<file path="config.mk">
export PLATFORM = sky130hd
export DESIGN_NAME = seq_subtractor_16
export DESIGN_NICKNAME = d
export VERILOG_FILES = /design/src/rtl/sub_pkg.sv /design/src/rtl/sub_chunk.sv /design/src/rtl/seq_subtractor_16.sv
export SDC_FILE = /design/constraint.sdc
export NUM_CORES = 1
export LEC_CHECK = 0
export BUFFER_PORTS_ARGS = -buffer_cell sky130_fd_sc_hd__buf_2
export CAP_MARGIN = 20
export CELL_PAD_IN_SITES_DETAIL_PLACEMENT = 1
export CELL_PAD_IN_SITES_GLOBAL_PLACEMENT = 1
export CORE_MARGIN = 3
export CORE_UTILIZATION = 43
export CTS_CLUSTER_DIAMETER = 80
export DETAILED_ROUTE_END_ITERATION = 16
export PLACE_DENSITY = 0.87
export RECOVER_POWER = 25
export SYNTH_ARGS = -nofsm -noshare
export SYNTH_HDL_FRONTEND = slang
export SYNTH_SLANG_ARGS = --single-unit
</file>
<file path="constraint.sdc">
create_clock -name clk -period 3.5 [get_ports clk]
set_input_delay 0.7 -clock clk [delete_from_list [all_inputs] [get_ports clk]]
set_output_delay 0.7 -clock clk [all_outputs]
set_load 0.01 [all_outputs]
</file>
<file path="src/rtl/sub_pkg.sv">
// Shared types and defaults for the chunked sequential subtractor.
// Holds the FSM state enum, default geometry and counter width helper.
package sub_pkg;

  localparam int WIDTH_DEF = 16;
  localparam int CHUNK_DEF = 4;
  localparam int NCHUNK_DEF = WIDTH_DEF / CHUNK_DEF;

  // A one-chunk build still needs a 1-bit counter.
  function automatic int cnt_width(input int n);
    return (n > 1) ? $clog2(n) : 1;
  endfunction

  localparam int CNT_W = cnt_width(NCHUNK_DEF);

  typedef enum logic [1:0] {
    IDLE,
    CALC,
    DONE
  } state_t;

endpackage

</file>
<file path="src/rtl/sub_chunk.sv">
// Combinational CHUNK-bit subtract with borrow-in and borrow-out.
// One instance is shared across all chunks of an operation.
module sub_chunk #(
  parameter int CHUNK = 4
) (
  input  logic [CHUNK-1:0] a,
  input  logic [CHUNK-1:0] b,
  input  logic             bin,
  output logic [CHUNK-1:0] diff,
  output logic             bout
);

  logic [CHUNK:0] res;

  // Widen by one bit so the top bit becomes the borrow.
  always_comb begin
    res = {1'b0, a} - {1'b0, b} - {{CHUNK{1'b0}}, bin};
    diff = res[CHUNK-1:0];
    bout = res[CHUNK];
  end

endmodule

</file>
<file path="src/rtl/seq_subtractor_16.sv">
// Multi-cycle subtractor: diff = a - b - bin, CHUNK bits per cycle.
// Optional ovf output enabled by defining SUB_SIGNED_OVERFLOW_EN.
module seq_subtractor_16
  import sub_pkg::*;
#(
  parameter int WIDTH = WIDTH_DEF,
  parameter int CHUNK = CHUNK_DEF
) (
  input  logic             clk,
  input  logic             rst,
  input  logic             in_valid,
  output logic             in_ready,
  input  logic [WIDTH-1:0] a,
  input  logic [WIDTH-1:0] b,
  input  logic             bin,
  output logic             out_valid,
  input  logic             out_ready,
  output logic [WIDTH-1:0] diff,
  output logic             bout
`ifdef SUB_SIGNED_OVERFLOW_EN
  ,
  output logic             ovf
`endif
);

  localparam int NCHUNK = WIDTH / CHUNK;
  localparam int CW = cnt_width(NCHUNK);
  localparam logic [CW-1:0] LAST = CW'(NCHUNK - 1);

  if (WIDTH % CHUNK != 0) begin : g_bad_chunk
    $error("WIDTH must be a multiple of CHUNK");
  end

  state_t state;
  state_t state_nxt;

  logic load;
  logic step;
  logic last;
  logic ack;

  logic [WIDTH-1:0] a_q;
  logic [WIDTH-1:0] b_q;
  logic             borrow;
  logic [CW-1:0]    cnt;

  logic [CHUNK-1:0] a_c;
  logic [CHUNK-1:0] b_c;
  logic [CHUNK-1:0] d_c;
  logic             bo_c;

  // State register.
  always_ff @(posedge clk or posedge rst) begin
    if (rst) begin
      state <= IDLE;
    end else begin
      state <= state_nxt;
    end
  end

  // Next-state and handshake decode.
  always_comb begin
    state_nxt = state;
    in_ready = 1'b0;
    load = 1'b0;
    step = 1'b0;
    last = 1'b0;
    ack = 1'b0;
    unique case (state)
      IDLE: begin
        in_ready = 1'b1;
        if (in_valid) begin
          load = 1'b1;
          state_nxt = CALC;
        end
      end
      CALC: begin
        step = 1'b1;
        if (cnt == LAST) begin
          last = 1'b1;
          state_nxt = DONE;
        end
      end
      DONE: begin
        if (out_valid && out_ready) begin
          ack = 1'b1;
          state_nxt = IDLE;
        end
      end
      default: begin
        state_nxt = IDLE;
      end
    endcase
  end

  // Select the current chunk of the captured operands.
  always_comb begin
    a_c = '0;
    b_c = '0;
    for (int i = 0; i < NCHUNK; i++) begin
      if (cnt == CW'(i)) begin
        a_c = a_q[i*CHUNK +: CHUNK];
        b_c = b_q[i*CHUNK +: CHUNK];
      end
    end
  end

  sub_chunk #(
    .CHUNK(CHUNK)
  ) u_chunk (
    .a   (a_c),
    .b   (b_c),
    .bin (borrow),
    .diff(d_c),
    .bout(bo_c)
  );

  // Operand capture, chunk stepping and result hold.
  always_ff @(posedge clk or posedge rst) begin
    if (rst) begin
      a_q <= '0;
      b_q <= '0;
      borrow <= 1'b0;
      cnt <= '0;
      diff <= '0;
      bout <= 1'b0;
      out_valid <= 1'b0;
    end else begin
      if (load) begin
        a_q <= a;
        b_q <= b;
        borrow <= bin;
        cnt <= '0;
      end
      if (step) begin
        borrow <= bo_c;
        cnt <= last ? '0 : cnt + CW'(1);
        for (int i = 0; i < NCHUNK; i++) begin
          if (cnt == CW'(i)) begin
            diff[i*CHUNK +: CHUNK] <= d_c;
          end
        end
        if (last) begin
          bout <= bo_c;
          out_valid <= 1'b1;
        end
      end
      if (ack) begin
        out_valid <= 1'b0;
      end
    end
  end

`ifdef SUB_SIGNED_OVERFLOW_EN
  // Signed overflow: operand signs differ and result sign flips from a.
  always_ff @(posedge clk or posedge rst) begin
    if (rst) begin
      ovf <= 1'b0;
    end else if (step && last) begin
      ovf <= (a_q[WIDTH-1] != b_q[WIDTH-1]) &&
             (d_c[CHUNK-1] != a_q[WIDTH-1]);
    end
  end
`endif

endmodule

</file>
==> flow_summary.json, run 1 <==
{
  "drt_wl_total_um": 6310,
  "synth-compound-area-share": 0.106,
  "start_kind": "register",
  "synthDistinctLibCells": 34,
  "antenna_found_initial": 0,
  "grt_max_degree": 33,
  "htree_levels": 2,
  "busiest_layer": "met2",
  "worst_setup_path_end_kind": "register",
  "die_h_um": 85.0,
  "cts_tree": "built",
  "cts_num_sinks": 55,
  "multi_input_area_um2": 1220,
  "drive_above_1_share": 0.361,
  "die_w_um": 85.0,
  "routabilityCongestion": 0.832,
  "fillerInstances": 665,
  "clock_skew_ns": 0.0126,
  "fin_cells": 360,
  "synth.avg_cell_area_um2": 11.6,
  "worstMarginPinSlew_ns": 1.29,
  "synth_sequential_area_ratio": 0.513,
  "pin_count": 56,
  "p_per_area_nw_per_um2": 1200,
  "clk_path_buf_depth": 2,
  "crit_end": "bout",
  "hold_violations": 0,
  "vias": 1943,
  "drtIter0Drc": 63,
  "dp_cells": 352,
  "reg2reg_slack_ns": 0.35,
  "crit_required_ns": 3.69,
  "status": "finished clean",
  "drv_cap": 0,
  "synth_top_family_by_area": "multiplexers",
  "holdCritPathClass": "register to register",
  "grtUsageMet3": 0.0437,
  "start_util": 0.448,
  "grt_use_met2": 0.316,
  "remaining_drc_errors": 0,
  "drtPass1Iterations": 4,
  "p_leak_uw": 0.00140,
  "final-setup-viol-count": 0,
  "synth_xor_area_frac": 0.00652,
  "slew_viol_final": 0,
  "rr_startpoint": "cnt[0]",
  "n_antenna_cell": 0,
  "synth.area.top_cells": "dfrtp_1, mux2_2, ha_1",
  "grt_setup_unrepaired": "no",
  "core_um2": 5990,
  "timing.rr.end": "bout",
  "fp-row-count": 28,
  "tns_ns": 0,
  "ir_drop_v": 0.000413,
  "regArea_um2": 1380,
  "via_per_inst": 5.40,
  "syn-num-nets": 279,
  "final_nets": 331,
  "min_period_ns": 3.15,
  "dieArea_um2": 7230,
  "grt_pass1_wl_um": 10900,
  "path_clk_slew_ns": 0.10,
  "synth_seq_cells": 55,
  "use_met1": 0.246,
  "place_hpwl_um": 4820,
  "clock_latency_ns": 0.31,
  "grt.total_usage": 0.189,
  "crit_arrival_ns": 3.33,
  "ant_nets": 0,
  "hold_buffers": 0,
  "root_buffer": "clkbuf_8",
  "slew_headroom": 0.141,
  "crit_type": "register to register",
  "synth_top_area_frac": 0.513,
  "synth_top_area_cell": "dfrtp_1",
  "syn2layout_area_growth_pct": 16.8,
  "cts_buffers": 5,
  "critPathMaxFanout": 17,
  "wl_per_cell_um": 17.5,
  "yosysWarnings": 0,
  "cp-startpoint": "cnt[0]",
  "reg2regPathDepth": 12,
  "timing.final.crit_share": 0.899,
  "synthAdderAreaFrac": 0.0522,
  "grt-ovfl-total": 0,
  "first_global_vias": 2187,
  "netlist_area_um2": 2690,
  "syn_inst": 232,
  "synth-simple-area-share": 0.130,
  "max_freq_ghz": 0.318,
  "synth_mux_area_frac": 0.158,
  "io_buffers": 55
}
==> worst max-delay path, stage by stage, from the launching register on <==
cell      delay (ns)
dfrtp_1         0.44
inv_1           0.11
ha_1            0.56
nor2b_1         0.22
nor3_1          0.06
a21oi_1         0.26
fa_1            0.23
inv_1           0.08
fa_1            0.43
nand2b_1        0.17
a21oi_1         0.18
xnor2_1         0.17
o21ai_0         0.10
==> worst min path at each step <==
stage | slack, ns | depth (start not counted) | start | to
final | 0.49 | 2 | diff[14] | diff[14]
after floorplan | 0.46 | 1 | b_q[9] | b_q[9]
after global placement | 0.46 | 2 | diff[8] | diff[8]
after detailed placement | 0.47 | 2 | diff[14] | diff[14]
after global routing | 0.53 | 1 | b_q[9] | b_q[9]
after CTS | 0.48 | 2 | rst | diff[15]
==> placed cells by master (no fill, tap or decap), drive strengths merged, types with 4 or more instances in the layout <==
master,instances
a211oi,4
ha,8
o21ai,12
inv,7
nor2b,11
nor3,8
a221oi,6
buf,56
o31ai,4
nor2,11
nand2,18
a21oi,12
nand2b,4
dfrtp,55
clkbuf,7
mux2,36
nand3b,7
==> logic make-up (layout without fill, tap and decap cells) <==
kind of cell	after synthesis	after routing
flops	55	55
fa+ha+maj	10	10
buf+inv	19	72
xor+xnor	2	2
simple gates	66	66
mux	38	38
compound gates	42	42
==> what timing repair did <==
item,4_1_cts,5_1_grt
buffers inserted,0,0
setup endpoints to repair,0,1
hold endpoints to repair,0,0
resized for setup,0,1
==> synth_stat cells <==
master      n
and2_1      1
a221oi_1    6
mux2_2     35
a211oi_4    1
nand2_1    18
nand2b_1    4
a211oi_2    1
nor2_1     10
nor3b_2     1
buf_2       7
mux2_1      1
a211oi_1    2
a32o_1      1
nand4bb_1   1
nor3_1      8
clkbuf_1    3
nand3_1     2
nor2b_1    11
ha_1        8
nand3b_1    7
o31ai_1     4
buf_6       1
buf_4       1
o211ai_1    2
or3_1       2
nor2_2      1
a21oi_1    12
a32oi_1     1
fa_1        2
xnor2_1     2
mux2i_1     2
inv_1       7
o21ai_0    12
dfrtp_1    55
==> per-layer routing <==
metal,part of all wire,vias to the layer above
met2,0.49,58
li1,-,921
met3,0.052,15
met5,0,-
met1,0.44,949
met4,0.019,0
==> area by class of cell <==
type	count	share of cell area
Clock buffer	6	0.0231
Multi-Input combinational cell	158	0.389
Tap cell	75	0.0299
Sequential cell	55	0.439
Inverter	7	0.00838
Clock inverter	2	0.0192
Timing Repair Buffer	57	0.0914
==> registers in the layout, indices dropped and copies added (netlist names) <==
name       flops
a_q           16
b_q           16
borrow         1
bout           1
cnt            2
diff          16
out_valid      1
state          2
==> through the flow <==
stage	total power (uW)	hold slack, ns	cell area (um^2)	worst slack [ns]	util
floorplan	2680	0.459	2690	0.817	-
global placement	3130	0.456	3000	0.478	0.501
detailed placement	3280	0.475	3000	0.325	0.501
CTS	3800	0.481	3140	0.273	0.524
global route	4090	0.527	3140	0.0794	0.523
finish	3750	0.490	3140	0.352	0.523
==> report_power, final <==
group	total [uW]	switching, uW	internal, uW
Combinational	2090	1170	918
Clock	492	206	286
Sequential	1170	207	962
Total	3750	1590	2170
Note: power is estimated with default switching activity, not from simulation.
==> run 2: changes to the inputs <==
CORE_ASPECT_RATIO = 0.8   (was not set)
==> flow_summary.json, run 2 (same netlist as run 1, synthesis figures left out) <==
{
  "final-setup-viol-count": 0,
  "die_h_um": 76.7,
  "slew_viol_final": 42,
  "crit_type": "register to register",
  "whs_ns": 0.482,
  "p_per_area_nw_per_um2": 1170,
  "status": "finished with violations",
  "violations": "capacitance limit, slew limit",
  "fp-row-count": 25,
  "clock_latency_ns": 0.32,
  "dp_cells": 359,
  "max_freq_ghz": 0.318,
  "wl_per_cell_um": 16.8,
  "htree_levels": 2,
  "hold_violations": 0,
  "via_per_inst": 5.36,
  "cp-startpoint": "cnt[1]",
  "final_cell_mix": "dfrtp_1, buf_2, mux2_2",
  "pin_count": 56,
  "worst_setup_path_end_kind": "register",
  "cts_resized": 0,
  "reg2regPathDepth": 13,
  "grt_pass1_wl_um": 10400,
  "p_leak_uw": 0.00141,
  "timing.final.crit_share": 0.898,
  "first_global_vias": 2131,
  "grt_max_degree": 42,
  "routabilityCongestion": 0.804,
  "hold_buffers": 0,
  "setup_ws_ns": 0.357,
  "ant_nets": 0,
  "drv_cap": 1,
  "fin_cells": 367,
  "rr_startpoint": "cnt[1]",
  "die_w_um": 94.4,
  "worstMarginPinSlew_ns": 1.53,
  "reg.largest.list": "a_q x16, b_q x16, diff x16",
  "reg2reg_slack_ns": 0.36,
  "core_um2": 5970,
  "p_total_uw": 3660,
  "cts_setup_buffers": 0,
  "syn2layout_area_growth_pct": 17.0,
  "clk_path_buf_depth": 2,
  "cts_tree": "built",
  "start_util": 0.449,
  "min_period_ns": 3.14,
  "grt.total_usage": 0.186,
  "remaining_drc_errors": 0,
  "drtIter0Drc": 90,
  "grt-ovfl-total": 0,
  "start_kind": "register",
  "crit_required_ns": 3.69,
  "holdCritPathClass": "register to register",
  "cts_num_sinks": 55,
  "path_clk_slew_ns": 0.10,
  "clock_skew_ns": 0.0113,
  "antenna_found_initial": 0,
  "timing.rr.end": "borrow",
  "crit_end": "borrow",
  "dp_slack_ns": 0.377,
  "place_hpwl_um": 4670,
  "final_nets": 332,
  "slew_headroom": -0.0230,
  "crit_arrival_ns": 3.33,
  "ir_drop_v": 0.000532,
  "grt_setup_unrepaired": "no",
  "drtPass1Iterations": 4,
  "drive_above_1_share": 0.367,
  "cts_buffers": 5,
  "drt_wl_total_um": 6180,
  "n_antenna_cell": 0,
  "critPathMaxFanout": 14,
  "dieArea_um2": 7230,
  "root_buffer": "clkbuf_8",
  "tns_ns": 0,
  "vias": 1966,
  "io_buffers": 55
}
[run 2: cell count changes in the layout (fill, tap and decap cells not counted)]
cell       before  now
clkbuf_8        5    6
buf_4           1    3
clkbuf_1        2    0
bufinv_16       2    1
ha_2            1    0
ha_1            7    8
inv_6           0    1
[run 2: power breakdown]
part	leakage, uW	switching, uW	internal (uW)	total [uW]
Clock	0.0000618	217	236	453
Combinational	0.000682	1120	906	2020
Sequential	0.000662	220	962	1180
[run 2: worst min path at each step]
stage          startpoint       end  slack [ns]  depth (start not counted)
2_1_floorplan      b_q[9]    b_q[9]        0.46                          1
3_3_place_gp     diff[12]  diff[12]        0.46                          2
3_5_place_dp      diff[2]   diff[2]        0.46                          2
4_1_cts           diff[2]   diff[2]        0.49                          2
5_1_grt           diff[2]   diff[2]        0.52                          2
6_report          diff[2]   diff[2]        0.48                          2
[run 2: final cells by class]
type / count / area, um^2
clock inverter: 2 / 38.8
clock buffer: 6 / 82.6
fill: 668 / 2830
timing repair buffer: 58 / 298
tap: 81 / 101
sequential: 55 / 1380
multi-input combinational: 158 / 1220
inverter: 7 / 26.3
[run 2: per-stage QoR]
step                      instance area, um^2  utilization
after CTS                                3140        0.526
after floorplan                          2690            -
final                                    3140        0.526
after global placement                   3020        0.505
after global routing                     3140        0.526
after detailed placement                 3020        0.505
[run 2: worst max-delay path: stages, from the launching register on]
cell,delay (ns)
dfrtp_1,0.41
inv_1,0.08
ha_1,0.35
nand3b_1,0.24
a21oi_1,0.19
a21oi_1,0.06
o21ai_0,0.32
fa_1,0.23
inv_1,0.07
fa_1,0.42
nand2b_1,0.16
a21oi_1,0.18
xnor2_1,0.18
o21ai_0,0.12
[run 2: per-layer routing]
| layer | vias to the layer above | GRT usage | share of wire |
|---|---|---|---|
| met2 | 58 | 0.302 | 0.48 |
| met5 | - | 0 | 0 |
| met4 | 0 | 0.0476 | 0.014 |
| li1 | 925 | - | - |
| met3 | 7 | 0.0412 | 0.052 |
| met1 | 976 | 0.251 | 0.45 |
==> run 3: changes to the inputs <==
ABC_AREA = 1   (was not set)
CORE_UTILIZATION = 40   (was 43)
PLACE_DENSITY = 0.86   (was 0.87)
==> flow_summary.json, run 3 <==
{
  "layout_commonest_cell": "nand2_1",
  "worst_setup_path_end_kind": "register",
  "clock_skew_ns": 0.00483,
  "cp_num_buf_inv": 3,
  "synth-edff-count": 0,
  "clock_latency_ns": 0.31,
  "cts_tree": "built",
  "cts_buffers": 5,
  "final_cell_mix": "nand2_1, dfrtp_1, buf_2",
  "slew_headroom": 0.139,
  "routabilityCongestion": 0.859,
  "synth_top_area_cell": "dfrtp_1",
  "path_clk_slew_ns": 0.09,
  "place_hpwl_um": 5010,
  "antenna_found_initial": 0,
  "grt_max_degree": 39,
  "synth_seq_cells": 55,
  "remaining_drc_errors": 0,
  "ir_drop_v": 0.000381,
  "cts_num_sinks": 55,
  "p_leak_uw": 0.00165,
  "syn-num-nets": 358,
  "critical_path.cell_chain": "inv_1 > ha_1 > inv_1 > nand2_1 > o21ai_0 > a21oi_1 > fa_1 > inv_1 > fa_1 > nor2_1 > nor2_1 > nor2_1 > xnor2_1 > nand2_1 > nand2_1 > nand2_1",
  "synthDistinctLibCells": 26,
  "critical_path.max_stage_delay_ns": 0.43,
  "timing.final.crit_share": 0.876,
  "p_per_area_nw_per_um2": 1130,
  "htree_levels": 2,
  "tns_ns": 0,
  "die_h_um": 79.1,
  "root_buffer": "clkbuf_8",
  "design_area_um2": 3040,
  "first_global_vias": 2365,
  "drtPass1Iterations": 4,
  "drive_above_1_share": 0.229,
  "cp_common_cell": "nand2_1",
  "synth_top_area_frac": 0.515,
  "placed_cell_area_um2": 2970,
  "status": "finished clean",
  "core_um2": 6190,
  "critPathMaxFanout": 11,
  "pin_count": 56,
  "syn2layout_area_growth_pct": 13.8,
  "final_nets": 411,
  "max_freq_ghz": 0.326,
  "reg.largest.list": "a_q x16, b_q x16, diff x16",
  "ant_nets": 0,
  "worstMarginPinSlew_ns": 1.29,
  "cts_setup_buffers": 0,
  "final_core_util": 0.491,
  "via_per_inst": 4.93,
  "wl_per_cell_um": 14.6,
  "synth_common_cells": "nand2_1, dfrtp_1, inv_1",
  "slew_viol_final": 0,
  "dieArea_um2": 7710,
  "die_w_um": 97.4,
  "start_util": 0.432,
  "io_buffers": 55,
  "holdCritPathClass": "register to register",
  "grt_pass1_wl_um": 11200,
  "grt-ovfl-total": 0,
  "crit_type": "register to register",
  "hold_violations": 0,
  "synth_sequential_area_ratio": 0.515,
  "hold_buffers": 0,
  "crit_family": "adder cells",
  "grt_setup_unrepaired": "no",
  "crit_arrival_ns": 3.27,
  "fillerInstances": 785,
  "multi_input_area_um2": 1110,
  "crit_required_ns": 3.70,
  "synth.area.top_cells": "dfrtp_1, nand2_1, ha_1",
  "grt.total_usage": 0.181,
  "drv_cap": 0,
  "ys.flop_type": "dfrtp_1",
  "drtIter0Drc": 83,
  "yosysWarnings": 0,
  "n_antenna_cell": 0,
  "synth.avg_cell_area_um2": 8.60,
  "drt_wl_total_um": 6490,
  "clk_path_buf_depth": 2,
  "synthArstFlopShare": 1.00,
  "regArea_um2": 1380,
  "syn_inst": 311,
  "fp-row-count": 25,
  "start_kind": "register",
  "vias": 2187,
  "cts_resized": 0,
  "final-setup-viol-count": 0,
  "critPathSlowestCell": "dfrtp_1",
  "yosysMostFrequentCell": "nand2_1",
  "netlist_area_um2": 2670,
  "min_period_ns": 3.07
}
==> run 3: cell families after synthesis <==
family / Yosys count / synth area share
AND/OR/NAND/NOR: 168 / 0.266
adder cells (fa/ha/maj): 10 / 0.0524
XOR/XNOR: 2 / 0.00655
flip-flops: 55 / 0.515
buffers and inverters: 35 / 0.0702
AO/OA/AOI/OAI: 41 / 0.0898
==> run 3: final timing paths <==
check,depth (start not counted),to,startpoint,slack (ns)
setup / recovery,16,borrow,cnt[0],0.43
hold / removal,2,diff[6],diff[6],0.49
setup reg to reg,16,borrow,cnt[0],0.43
hold reg to reg,2,diff[6],diff[6],0.49
max in group asynchronous,3,state[0],rst,1.82
min in group asynchronous,2,b_q[8],rst,0.73
==> run 3: metal layers <==
layer	wire length, um	vias to the layer above	track usage	share of wire
met5	0	-	0	0
met4	123	0	0.0719	0.019
met3	305	11	0.0360	0.047
met2	3030	60	0.298	0.47
met1	3030	1043	0.236	0.47
li1	-	1073	-	-
==> run 3: worst register-to-register path, stage by stage, from the launching register on <==
cell	delay (ns)
dfrtp_1	0.43
inv_1	0.11
ha_1	0.41
inv_1	0.25
nand2_1	0.12
o21ai_0	0.08
a21oi_1	0.19
fa_1	0.20
inv_1	0.07
fa_1	0.43
nor2_1	0.13
nor2_1	0.05
nor2_1	0.11
xnor2_1	0.15
nand2_1	0.09
nand2_1	0.08
nand2_1	0.06
==> run 3: metrics by stage <==
step	instances	hold WS [ns]	setup WS, ns	power, uW
after floorplan	311	0.444	0.926	2590
after global placement	438	0.450	0.675	3030
after detailed placement	438	0.470	0.475	3140
after CTS	444	0.494	0.439	3480
after global routing	444	0.519	0.0705	3810
final	444	0.487	0.432	3430
==> run 3: report_power, final <==
group	internal, uW	total, uW	leakage, uW	switching (uW)
sequential	945	1130	0.000681	188
clock	134	325	0.0000371	191
combinational	684	1980	0.000931	1290
total	1760	3430	0.00165	1670
==> run 3: area by class of cell <==
class                   count  share of cell area
flip-flops and latches     55               0.452
multi-input cells         221               0.365
repair buffers             56              0.0930
well taps                  81              0.0333
inverters                  25              0.0325
clock buffers               6              0.0239
